--- src/rtl/pixel_layer_sequencer.sv ---
// Per-frame draw scheduler: walks enabled layers in ascending order, grants one
// layer at a time and forwards its opaque pixels to a registered VGA write port.
module pixel_layer_sequencer #(
   parameter int                     NUM_LAYERS = 9,
   parameter int                     X_W        = 8,
   parameter int                     Y_W        = 7,
   parameter int                     COLOUR_W   = 3,
   parameter bit                     TRANSP_EN  = 1'b1,
   parameter logic [COLOUR_W-1:0]    TRANSP_KEY = '0,
   parameter int                     TIMEOUT    = 20000
) (
   input  logic                             clk,
   input  logic                             reset,
   input  logic                             frame_start,
   input  logic [NUM_LAYERS-1:0]            layer_enable,
   input  logic [NUM_LAYERS*X_W-1:0]        layer_x,
   input  logic [NUM_LAYERS*Y_W-1:0]        layer_y,
   input  logic [NUM_LAYERS*COLOUR_W-1:0]   layer_colour,
   input  logic [NUM_LAYERS-1:0]            layer_valid,
   input  logic [NUM_LAYERS-1:0]            layer_done,
   output logic [NUM_LAYERS-1:0]            layer_go,
   output logic [NUM_LAYERS-1:0]            layer_ready,
   output logic [X_W-1:0]                   vga_x,
   output logic [Y_W-1:0]                   vga_y,
   output logic [COLOUR_W-1:0]              vga_colour,
   output logic                             vga_plot,
   output logic [$clog2(NUM_LAYERS)-1:0]    cur_layer,
   output logic                             busy,
   output logic                             frame_done,
   output logic [NUM_LAYERS-1:0]            timeout_err,
   output logic                             overrun
);

   localparam int CUR_W = $clog2(NUM_LAYERS);
   localparam int CNT_W = $clog2(TIMEOUT);

   typedef enum logic [2:0] {S_IDLE, S_START, S_DRAW, S_NEXT, S_FINISH} state_t;

   state_t                  r_state, w_state_nxt;
   logic [NUM_LAYERS-1:0]   r_en;
   logic [NUM_LAYERS-1:0]   r_timeout_err;
   logic [CUR_W-1:0]        r_cur;
   logic [CNT_W-1:0]        r_cnt;
   logic [X_W-1:0]          r_vga_x;
   logic [Y_W-1:0]          r_vga_y;
   logic [COLOUR_W-1:0]     r_vga_colour;
   logic                    r_vga_plot;

   logic [CUR_W-1:0]        w_first_idx, w_next_idx;
   logic                    w_first_found, w_next_found;
   logic [X_W-1:0]          w_pix_x;
   logic [Y_W-1:0]          w_pix_y;
   logic [COLOUR_W-1:0]     w_pix_c;
   logic                    w_accept, w_transp, w_done_cur, w_cnt_last;

   // Lowest enabled index: among fresh enables (frame accept) and above the current layer.
   always_comb begin
      w_first_found = 1'b0;
      w_first_idx   = '0;
      w_next_found  = 1'b0;
      w_next_idx    = '0;
      for (int i = NUM_LAYERS - 1; i >= 0; i--) begin
         if (layer_enable[i]) begin
            w_first_found = 1'b1;
            w_first_idx   = CUR_W'(i);
         end
         if (r_en[i] && (i > int'(r_cur))) begin
            w_next_found = 1'b1;
            w_next_idx   = CUR_W'(i);
         end
      end
   end

   assign w_pix_x    = layer_x[int'(r_cur)*X_W +: X_W];
   assign w_pix_y    = layer_y[int'(r_cur)*Y_W +: Y_W];
   assign w_pix_c    = layer_colour[int'(r_cur)*COLOUR_W +: COLOUR_W];
   assign w_accept   = (r_state == S_DRAW) && layer_valid[r_cur];
   assign w_transp   = TRANSP_EN && (r_cur != '0) && (w_pix_c == TRANSP_KEY);
   assign w_done_cur = layer_done[r_cur];
   assign w_cnt_last = (r_cnt == CNT_W'(TIMEOUT - 1));

   // NOTE: every output and next-state is defaulted first so no path can infer a latch.
   always_comb begin
      w_state_nxt = r_state;
      layer_go    = '0;
      layer_ready = '0;
      busy        = 1'b0;
      frame_done  = 1'b0;
      unique case (r_state)
         S_IDLE: begin
            if (frame_start) w_state_nxt = w_first_found ? S_START : S_FINISH;
         end
         S_START: begin
            busy            = 1'b1;
            layer_go[r_cur] = 1'b1;
            w_state_nxt     = S_DRAW;
         end
         S_DRAW: begin
            busy               = 1'b1;
            layer_ready[r_cur] = 1'b1;
            if (w_done_cur || w_cnt_last) w_state_nxt = S_NEXT;
         end
         S_NEXT: begin
            busy        = 1'b1;
            w_state_nxt = w_next_found ? S_START : S_FINISH;
         end
         S_FINISH: begin
            frame_done  = 1'b1;
            w_state_nxt = S_IDLE;
         end
         default: w_state_nxt = S_IDLE;
      endcase
   end

   // NOTE: sequential state uses non-blocking assignments so every register samples pre-edge values.
   always_ff @(posedge clk or posedge reset) begin
      if (reset) begin
         r_state       <= S_IDLE;
         r_en          <= '0;
         r_timeout_err <= '0;
         r_cur         <= '0;
         r_cnt         <= '0;
         r_vga_x       <= '0;
         r_vga_y       <= '0;
         r_vga_colour  <= '0;
         r_vga_plot    <= 1'b0;
      end else begin
         r_state    <= w_state_nxt;
         r_vga_plot <= w_accept && !w_transp;
         if (w_accept) begin
            r_vga_x      <= w_pix_x;
            r_vga_y      <= w_pix_y;
            r_vga_colour <= w_pix_c;
         end
         unique case (r_state)
            S_IDLE: begin
               if (frame_start) begin
                  r_en          <= layer_enable;
                  r_timeout_err <= '0;
                  r_cur         <= w_first_idx;
               end
            end
            S_START: r_cnt <= '0;
            S_DRAW: begin
               r_cnt <= r_cnt + CNT_W'(1);
               if (!w_done_cur && w_cnt_last) r_timeout_err[r_cur] <= 1'b1;
            end
            S_NEXT: begin
               if (w_next_found) r_cur <= w_next_idx;
            end
            default: ;
         endcase
      end
   end

   assign overrun     = frame_start && (r_state != S_IDLE);
   assign vga_x       = r_vga_x;
   assign vga_y       = r_vga_y;
   assign vga_colour  = r_vga_colour;
   assign vga_plot    = r_vga_plot;
   assign cur_layer   = r_cur;
   assign timeout_err = r_timeout_err;

endmodule

--- config.mk ---
export PLATFORM = sky130hd
export DESIGN_NAME = pixel_layer_sequencer
export DESIGN_NICKNAME = d
export VERILOG_FILES = /design/src/rtl/pixel_layer_sequencer.sv
export SDC_FILE = /design/constraint.sdc
export NUM_CORES = 1
export LEC_CHECK = 0
export CAP_MARGIN = 20
export CELL_PAD_IN_SITES_DETAIL_PLACEMENT = 0
export CELL_PAD_IN_SITES_GLOBAL_PLACEMENT = 1
export CORE_AREA = 2 2 117 130
export DETAILED_ROUTE_END_ITERATION = 10
export DIE_AREA = 0 0 119 132
export PLACE_DENSITY_LB_ADDON = 0.3
export SLEW_MARGIN = 10
export SYNTH_ARGS = -nofsm -noshare
export SYNTH_HDL_FRONTEND = slang
export SYNTH_SLANG_ARGS = --single-unit
--- constraint.sdc ---
create_clock -name clk -period 4.6 [get_ports clk]
set_input_delay 0.92 -clock clk [delete_from_list [all_inputs] [get_ports clk]]
set_output_delay 0.92 -clock clk [all_outputs]
set_load 0.02 [all_outputs]
==> results.cfg, run 1 <==
[outcome]
status = finished, final reports clean

[setup_path]
critPathCaptureType = primary output
arrival_ns = 2.49
worst_ep_required_time_ns = 3.68
cp_max_fo = 20
ff2ff_setup_slack_ns = 1.75
start_kind = flip-flop
critPathKind = flip-flop to primary output

[timing]
worst_pin_slew_ns = 0.810
drv_slew = 0
tns_ns = 0
post-route-period-util_pct = 74.1
fmaxAchievable_mhz = 293
final.min_clock_period_ns = 3.41
hold_violations = 0
timing.hold.ws_ns = 0.490
clock_skew_ns = 0.00983
setup_viol = 0
timing.slew.headroom_pct = 45.9
grt_setup_unrepaired = false

[finish]
layout.nets = 861
final_layout_size_suffix_gt1_share_pct = 12.3
antenna_cells = 0
final_cells = 865
syn_to_final_growth_pct = 66.8
fill_cells = 1327

[min_path]
hold_path.class = flip-flop to flip-flop

[placement]
portBuffers = 244
gp_congestion = 0.929
hpwl_um = 13700
dpl.cell_count = 849

[global_routing]
grt_pass1_wl_um = 26100
grt_usage_pct = 21.7
antenna_found_initial = 0
grt_max_degree = 38
grt_pass1_vias = 4492
grt_remaining_overflow = 0

[detailed_routing]
drcViolationCount = 0
drt_iter0_drc = 259
dr.pass1.iters = 5
postRouteAntennaNets = 0
wl_per_cell_um = 20.1
vias_per_cell = 5.16
wirelength_um = 17300
detailroute.via_count = 4462

[logic_synthesis]
ys_types = 56
synth_flop_cell = dfrtp_1
yosysSeqAreaShare_pct = 34.3
async_flop_share_pct = 100
synth_edf_count = 0
synth.cell_area_um2 = 4240
syn_nets = 633
yosysWarnings = 0
syn_inst = 440
synth_seq_cells = 58
postSynthAreaPerCell_um2 = 9.63

[clock_network]
ctsResizeCount = 0
cts_hold_buf = 0
post-cts-setup-buffer-count = 0
root_buffer = clkbuf_16
clockBufferDepth = 2
clk_pin_slew_worst_paths_ns = 0.05
cts_buffers = 9
clock-sinks = 58
htree_levels = 3
cts_tree = done
clk_latency_ns = 0.33

[die]
dieArea_um2 = 15700
start_util_pct = 29.6
rows = 46
die_x_um = 119
io_pins = 245
die_y_um = 132
coreArea_um2 = 14300

[power]
leakagePower_nw = 2.75
ir_drop_mv = 0.253
p_per_area_nw_per_um2 = 485

[job]
max-cap-violations = 0
## critical path, stage by stage, from the launching register on
cell	delay, ns
dfrtp_1	0.50
inv_1	0.57
nand2_1	0.24
nor3_1	0.19
clkdlybuf4s50_1	0.65
## sequential cells by signal (all words and copies together), names as in the netlist
name         flops
r_state          3
vga_colour       3
vga_plot         1
r_en             8
r_cnt           15
vga_x            8
cur_layer        4
vga_y            7
timeout_err      9
## metal layers
metal / vias up / routed length [um] / GRT usage [%]
met1: 2162 / 7150 / 26.8
li1: 2097 / - / -
met4: 0 / 340 / 6.48
met5: - / 0 / 0
met3: 17 / 1130 / 4.58
met2: 186 / 8730 / 37.9
## cell type report
cell class	instances	area (um2)	share of cell area [%]
Multi-Input combinational cell	340	2580	36.5
Clock inverter	3	15.0	0.212
Clock buffer	13	250	3.54
Tap cell	192	240	3.40
Sequential cell	58	1460	20.6
Timing Repair Buffer	251	2490	35.3
Inverter	8	30.0	0.425
## power breakdown
| group | internal, mW | switching [mW] | total [mW] |
|---|---|---|---|
| combinational | 0.975 | 0.981 | 1.96 |
| clock | 0.376 | 0.225 | 0.601 |
| sequential | 0.664 | 0.206 | 0.870 |
## worst paths after layout
kind / startpoint / endpoint / cells past startpoint
min in group asynchronous: reset / vga_y[0] / 2
max in group asynchronous: reset / vga_y[1] / 3
worst max register to register: cur_layer[1] / vga_colour[1] / 7
worst min register to register: r_cnt[10] / r_cnt[10] / 1
worst min-delay path: r_cnt[10] / r_cnt[10] / 1
worst max-delay path: cur_layer[3] / layer_go[7] / 4
## cells by family (layout without fill, tap and decap cells)
kind of cell	count (synthesis)	in the layout	synth area share [%]
compound gates	109	109	16.4
fa+ha+maj	1	1	0.295
buf+inv	42	275	4.90
simple gates	181	181	20.3
flops	58	58	34.3
mux	49	49	23.8
## cells in the final DEF (no fill, tap or decap), drive strengths merged, types with 2 or more instances in the layout
master	Yosys	final
nor4	3	3
nand2b	3	3
nor2	69	69
buf	21	7
nand2	52	52
o31ai	4	4
a31oi	9	9
mux2i	3	3
nor3b	2	2
clkbuf	13	13
mux2	6	6
clkdlybuf4s50	0	244
nor3	12	12
a41oi	3	3
inv	8	8
a211o	2	2
mux4	40	40
and3	2	2
or2	3	3
clkinv	0	3
nor2b	5	5
o21ai	20	20
nand3	15	15
and2	4	4
dfrtp	58	58
nand4	4	4
a22oi	21	21
o21bai	2	2
a21oi	39	39
## per-stage QoR
step / power [mW] / setup WS (ns) / cell area, um2 / utilization [%]
finish: 3.43 / 1.19 / 7070 / 49.3
global route: 3.66 / 1.02 / 7070 / 49.3
CTS: 3.46 / 1.16 / 7070 / 49.3
detailed placement: 2.85 / 1.50 / 6800 / 47.5
global placement: 2.84 / 1.50 / 6800 / 47.5
floorplan: 2.15 / 1.78 / 4240 / -
## cells in the mapped netlist (all sizes together), types with 2 or more instances
cell	n	area (um2)
a31oi	9	56.3
or2	3	18.8
a211o	2	17.5
mux4	40	901
inv	8	30.0
nor4	3	33.8
a21oi	39	203
nor2	69	259
nor3	12	70.1
nand2b	3	26.3
buf	21	129
nor3b	2	25.0
and2	4	27.5
nand3	15	75.1
o31ai	4	30.0
nand2	52	195
dfrtp	58	1450
mux2i	3	30.0
nand4	4	25.0
a41oi	3	33.8
and3	2	12.5
o21ai	20	100
o21bai	2	15.0
clkbuf	13	48.8
mux2	6	78.8
nor2b	5	31.3
a22oi	21	158
No activity file was read; power rests on OpenSTA's default activity.
==> run 2, diff against run 1 <==
--- a/config.mk
+++ b/config.mk
@@ -8,9 +8,9 @@
 export CAP_MARGIN = 20
 export CELL_PAD_IN_SITES_DETAIL_PLACEMENT = 0
 export CELL_PAD_IN_SITES_GLOBAL_PLACEMENT = 1
-export CORE_AREA = 2 2 117 130
+export CORE_AREA = 2 2 121 135
 export DETAILED_ROUTE_END_ITERATION = 10
-export DIE_AREA = 0 0 119 132
+export DIE_AREA = 0 0 123 137
 export PLACE_DENSITY_LB_ADDON = 0.3
 export SLEW_MARGIN = 10
 export SYNTH_ARGS = -nofsm -noshare
==> constraint.sdc (replaced) <==
create_clock -name clk -period 3.3 [get_ports clk]
set_input_delay 0.66 -clock clk [delete_from_list [all_inputs] [get_ports clk]]
set_output_delay 0.66 -clock clk [all_outputs]
set_load 0.02 [all_outputs]
==> results.cfg, run 2 (synthesized netlist as in run 1, its figures left out) <==
[outcome]
status = finished, final reports clean

[global_routing]
antenna_found_initial = 0
grt_pass1_vias = 4360
grt_pass1_wl_um = 24600
grt_usage_pct = 19.4
grt_max_degree = 41
grt_remaining_overflow = 0

[timing]
final.min_clock_period_ns = 3.01
worst_pin_slew_ns = 0.744
clock_skew_ns = 0.00737
setup_viol = 0
hold_violations = 0
fmaxAchievable_mhz = 332
timing.slew.headroom_pct = 50.4
drv_slew = 0
grt_setup_unrepaired = false
tns_ns = 0
post-route-period-util_pct = 91.2

[power]
leakagePower_nw = 2.80
p_sw_mw = 2.02
pwr-share-clk_pct = 18.7
p_int_mw = 2.90
p_comb_share_pct = 58.0
seqPwrFrac_pct = 23.3
p_per_area_nw_per_um2 = 687
switching_share_pct = 41.0
ir_drop_mv = 0.328

[clock_network]
cts_tree = done
htree_levels = 3
clock-sinks = 58
clockBufferDepth = 2
post-cts-setup-buffer-count = 0
cts_buffers = 9
cts_hold_buf = 0
root_buffer = clkbuf_16
clk_latency_ns = 0.32
clk_pin_slew_worst_paths_ns = 0.06
ctsResizeCount = 0

[finish]
multi_input_area_um2 = 2580
regMostFlops = r_cnt
layout.nets = 869
antenna_cells = 0
syn_to_final_growth_pct = 69.1
largest_reg_flops = 15
final_layout_size_suffix_gt1_share_pct = 13.8
register_area_um2 = 1460
fill_cells = 1483
final_cell_mix = clkdlybuf4s50_1, nor2_1, dfrtp_1, nand2_1, mux4_2
design_area_um2 = 7170
final_common_cell = clkdlybuf4s50_1

[detailed_routing]
wl_per_cell_um = 19.9
drcViolationCount = 0
drt_iter0_drc = 201
dr.pass1.iters = 5
detailroute.via_count = 4425
vias_per_cell = 5.02
wirelength_um = 17500
postRouteAntennaNets = 0

[min_path]
hold_path.class = flip-flop to flip-flop
hold_start = r_en[2]

[die]
start_util_pct = 27.3
rows = 48
coreArea_um2 = 15500
io_pins = 245
die_y_um = 137
dieArea_um2 = 16900
die_x_um = 123

[setup_path]
critPathCaptureType = primary output
start_kind = flip-flop
cp_max_fo = 15
crit_slowest_cell = clkdlybuf4s50_1
critPathLaunch = r_state[1]
crit_buf_inv = 3
slowest_delay_ns = 0.63
critPathKind = flip-flop to primary output
cp_top_family = buffers and inverters
worst_ep_required_time_ns = 2.64
arrival_ns = 2.35
reg2reg_from = cur_layer[0]
path_cells = inv_2 > or3_1 > buf_4 > nor3_1 > clkdlybuf4s50_1

[job]
max-cap-violations = 0

[placement]
portBuffers = 244
gp_congestion = 0.797
dpl_cell_area_um2 = 6870
hpwl_um = 14000
## run 2: path summary, 6_finish.rpt
check | end | slack, ns | cells after the start
setup / recovery | layer_ready[7] | 0.29 | 5
hold / removal | r_en[2] | 0.49 | 2
setup reg to reg | vga_colour[0] | 0.59 | 6
hold reg to reg | r_en[2] | 0.49 | 2
max in group asynchronous | cur_layer[0] | 1.84 | 3
min in group asynchronous | r_cnt[12] | 0.75 | 2
## run 2: power groups by stage
stage | clock network, mW | logic (mW) | registers (mW)
final | 0.918 | 2.86 | 1.15
after global routing | 0.969 | 3.08 | 1.17
after CTS | 0.934 | 2.89 | 1.14
after detailed placement | 0 | 2.87 | 1.16
after global placement | 0 | 2.87 | 1.14
after floorplan | 0 | 1.78 | 1.21
## run 2: per-stage QoR
step	cells	hold WS [ns]	util (%)	worst slack [ns]	power, mW
after floorplan	440	0.445	-	0.742	2.99
after global placement	865	0.474	44.3	0.584	4.01
after detailed placement	865	0.476	44.3	0.544	4.03
after CTS	881	0.488	46.2	0.279	4.97
after global routing	881	0.524	46.2	0.188	5.23
final	881	0.485	46.2	0.290	4.92
## run 2: worst min-delay path: stages, from the launching register on
cell and delay (ns):
dfrtp_1 0.35, nand2_1 0.05, o21ai_0 0.06
## run 2: metal layers
metal | vias to the layer above | GRT usage, % | share of wire (%)
met2 | 170 | 35.4 | 53
li1 | 2115 | - | -
met3 | 13 | 4.83 | 7.5
met1 | 2127 | 22.6 | 39
met4 | 0 | 4.36 | 1.1
met5 | - | 0 | 0
## run 2: layout make-up
cell class	count	share of cell area, %
Timing Repair Buffer	259	35.7
Tap cell	200	3.49
Inverter	8	0.419
Multi-Input combinational cell	340	36.0
Sequential cell	58	20.3
Clock inverter	7	0.960
Clock buffer	9	3.14
==> run 3, diff against run 2 <==
--- a/config.mk
+++ b/config.mk
@@ -8,9 +8,9 @@
 export CAP_MARGIN = 20
 export CELL_PAD_IN_SITES_DETAIL_PLACEMENT = 0
 export CELL_PAD_IN_SITES_GLOBAL_PLACEMENT = 1
-export CORE_AREA = 2 2 121 135
+export CORE_AREA = 10 10 129 143
 export DETAILED_ROUTE_END_ITERATION = 10
-export DIE_AREA = 0 0 123 137
+export DIE_AREA = 0 0 139 153
 export PLACE_DENSITY_LB_ADDON = 0.3
 export SLEW_MARGIN = 10
 export SYNTH_ARGS = -nofsm -noshare
==> constraint.sdc (replaced) <==
create_clock -name clk -period 2.8 [get_ports clk]
set_input_delay 0.56 -clock clk [delete_from_list [all_inputs] [get_ports clk]]
set_output_delay 0.56 -clock clk [all_outputs]
set_load 0.02 [all_outputs]
==> results.cfg, run 3 (synthesized netlist as in run 1, its figures left out) <==
[outcome]
status = finished, final reports clean

[timing]
timing.slew.headroom_pct = 49.4
tns_ns = 0
drv_slew = 0
worst_pin_slew_ns = 0.760
fmaxAchievable_mhz = 372
final.min_clock_period_ns = 2.68
hold_violations = 0
setup_viol = 0
grt_setup_unrepaired = false
post-route-period-util_pct = 95.9
clock_skew_ns = 0.00612

[clock_network]
clk_pin_slew_worst_paths_ns = 0.05
ctsResizeCount = 0
cts_tree = done
post-cts-setup-buffer-count = 0
clockBufferDepth = 2
cts_hold_buf = 0
cts_buffers = 9
root_buffer = clkbuf_16
clk_latency_ns = 0.33
htree_levels = 3
clock-sinks = 58

[die]
coreArea_um2 = 15500
io_pins = 245
die_y_um = 153
start_util_pct = 27.3
rows = 48
die_x_um = 139
dieArea_um2 = 21300

[setup_path]
reg2reg_from = cur_layer[0]
critPathCaptureType = primary output
critPathKind = flip-flop to primary output
start_kind = flip-flop
reg2regPathDepth = 7
worst_ep_required_time_ns = 2.24
ff2ff_setup_slack_ns = 0.41
crit_path_end = layer_ready[8]
r2r_end = vga_y[6]
arrival_ns = 2.12
critPathLaunch = r_state[0]
cp_max_fo = 8

[detailed_routing]
drt_iter0_drc = 300
wl_per_cell_um = 22.6
dr.pass1.iters = 6
vias_per_cell = 5.05
postRouteAntennaNets = 0
detailroute.via_count = 4473
drcViolationCount = 0
wirelength_um = 20000

[global_routing]
grt_pass1_vias = 4607
grt_max_degree = 41
antenna_found_initial = 0
use_met1_pct = 22.2
grt_usage_pct = 18.0
grt_pass1_wl_um = 30000
met2_usage_pct = 31.4
grt_remaining_overflow = 0
top_usage_layer = met2
use_met3_pct = 4.06

[power]
ir_drop_mv = 0.454
power_mw = 5.92
leakagePower_nw = 3.01
p_per_area_nw_per_um2 = 816

[min_path]
hold_path.class = flip-flop to flip-flop

[placement]
portBuffers = 244
gp_congestion = 0.916
hpwl_um = 16500

[finish]
syn_to_final_growth_pct = 71.1
final_layout_size_suffix_gt1_share_pct = 14.3
final_common_cell = clkdlybuf4s50_1
layout.nets = 874
regMostFlops = r_cnt
antenna_cells = 0
largest_reg_flops = 15
final_cell_mix = clkdlybuf4s50_1, nor2_1, dfrtp_1, nand2_1, mux4_2

[job]
max-cap-violations = 0
==> run 3: cell types whose count changed in the layout (fill, tap and decap cells not counted), sizes merged <==
| cell | delta |
|---|---|
| clkinv | -1 |
| buf | +5 |
| clkinvlp | -1 |
| clkdlybuf4s50 | -10 |
| dlymetal6s2s | +10 |
| clkbuf | +3 |
| inv | -1 |
==> run 3: critical path, cell delays in order (launching register included) <==
cell             delay, ns
dfrtp_1               0.45
or3_1                 0.44
nor3_1                0.24
clkdlybuf4s50_1       0.66
==> run 3: power breakdown <==
group	internal [mW]	switching, mW	total [mW]
Clock	0.712	0.380	1.09
Sequential	1.09	0.239	1.33
Combinational	1.68	1.81	3.49
==> run 3: worst min-delay path by stage <==
stage              start         to  slack, ns  cells after the start
2_1_floorplan  r_cnt[14]  r_cnt[14]       0.44                      1
3_3_place_gp     r_en[2]    r_en[2]       0.47                      2
3_5_place_dp     r_en[2]    r_en[2]       0.48                      2
4_1_cts          r_en[2]    r_en[2]       0.49                      2
5_1_grt          r_en[2]    r_en[2]       0.52                      2
6_report         r_en[2]    r_en[2]       0.48                      2
==> run 3: final cells by class <==
class / instances / area (um2)
fill: 1468 / 8250
timing repair buffer: 264 / 2630
multi-input combinational: 340 / 2580
sequential: 58 / 1460
tap: 200 / 250
clock buffer: 12 / 246
clock inverter: 4 / 51.3
inverter: 8 / 30.0
==> run 3: stage by stage <==
step	hold slack, ns	std cells	area (um2)	setup slack, ns	util (%)
3_5_place_dp	0.475	870	6920	0.344	44.7
6_report	0.479	886	7250	0.115	46.8
3_3_place_gp	0.467	870	6920	0.378	44.7
4_1_cts	0.486	886	7220	0.0192	46.6
5_1_grt	0.522	886	7250	0.0258	46.8
2_1_floorplan	0.445	440	4240	0.342	-
==> run 3: per-layer routing <==
layer / vias up / wire (um)
li1: 2143 / -
met1: 2160 / 8450
met2: 157 / 10300
met3: 13 / 1100
met4: 0 / 180
met5: - / 0
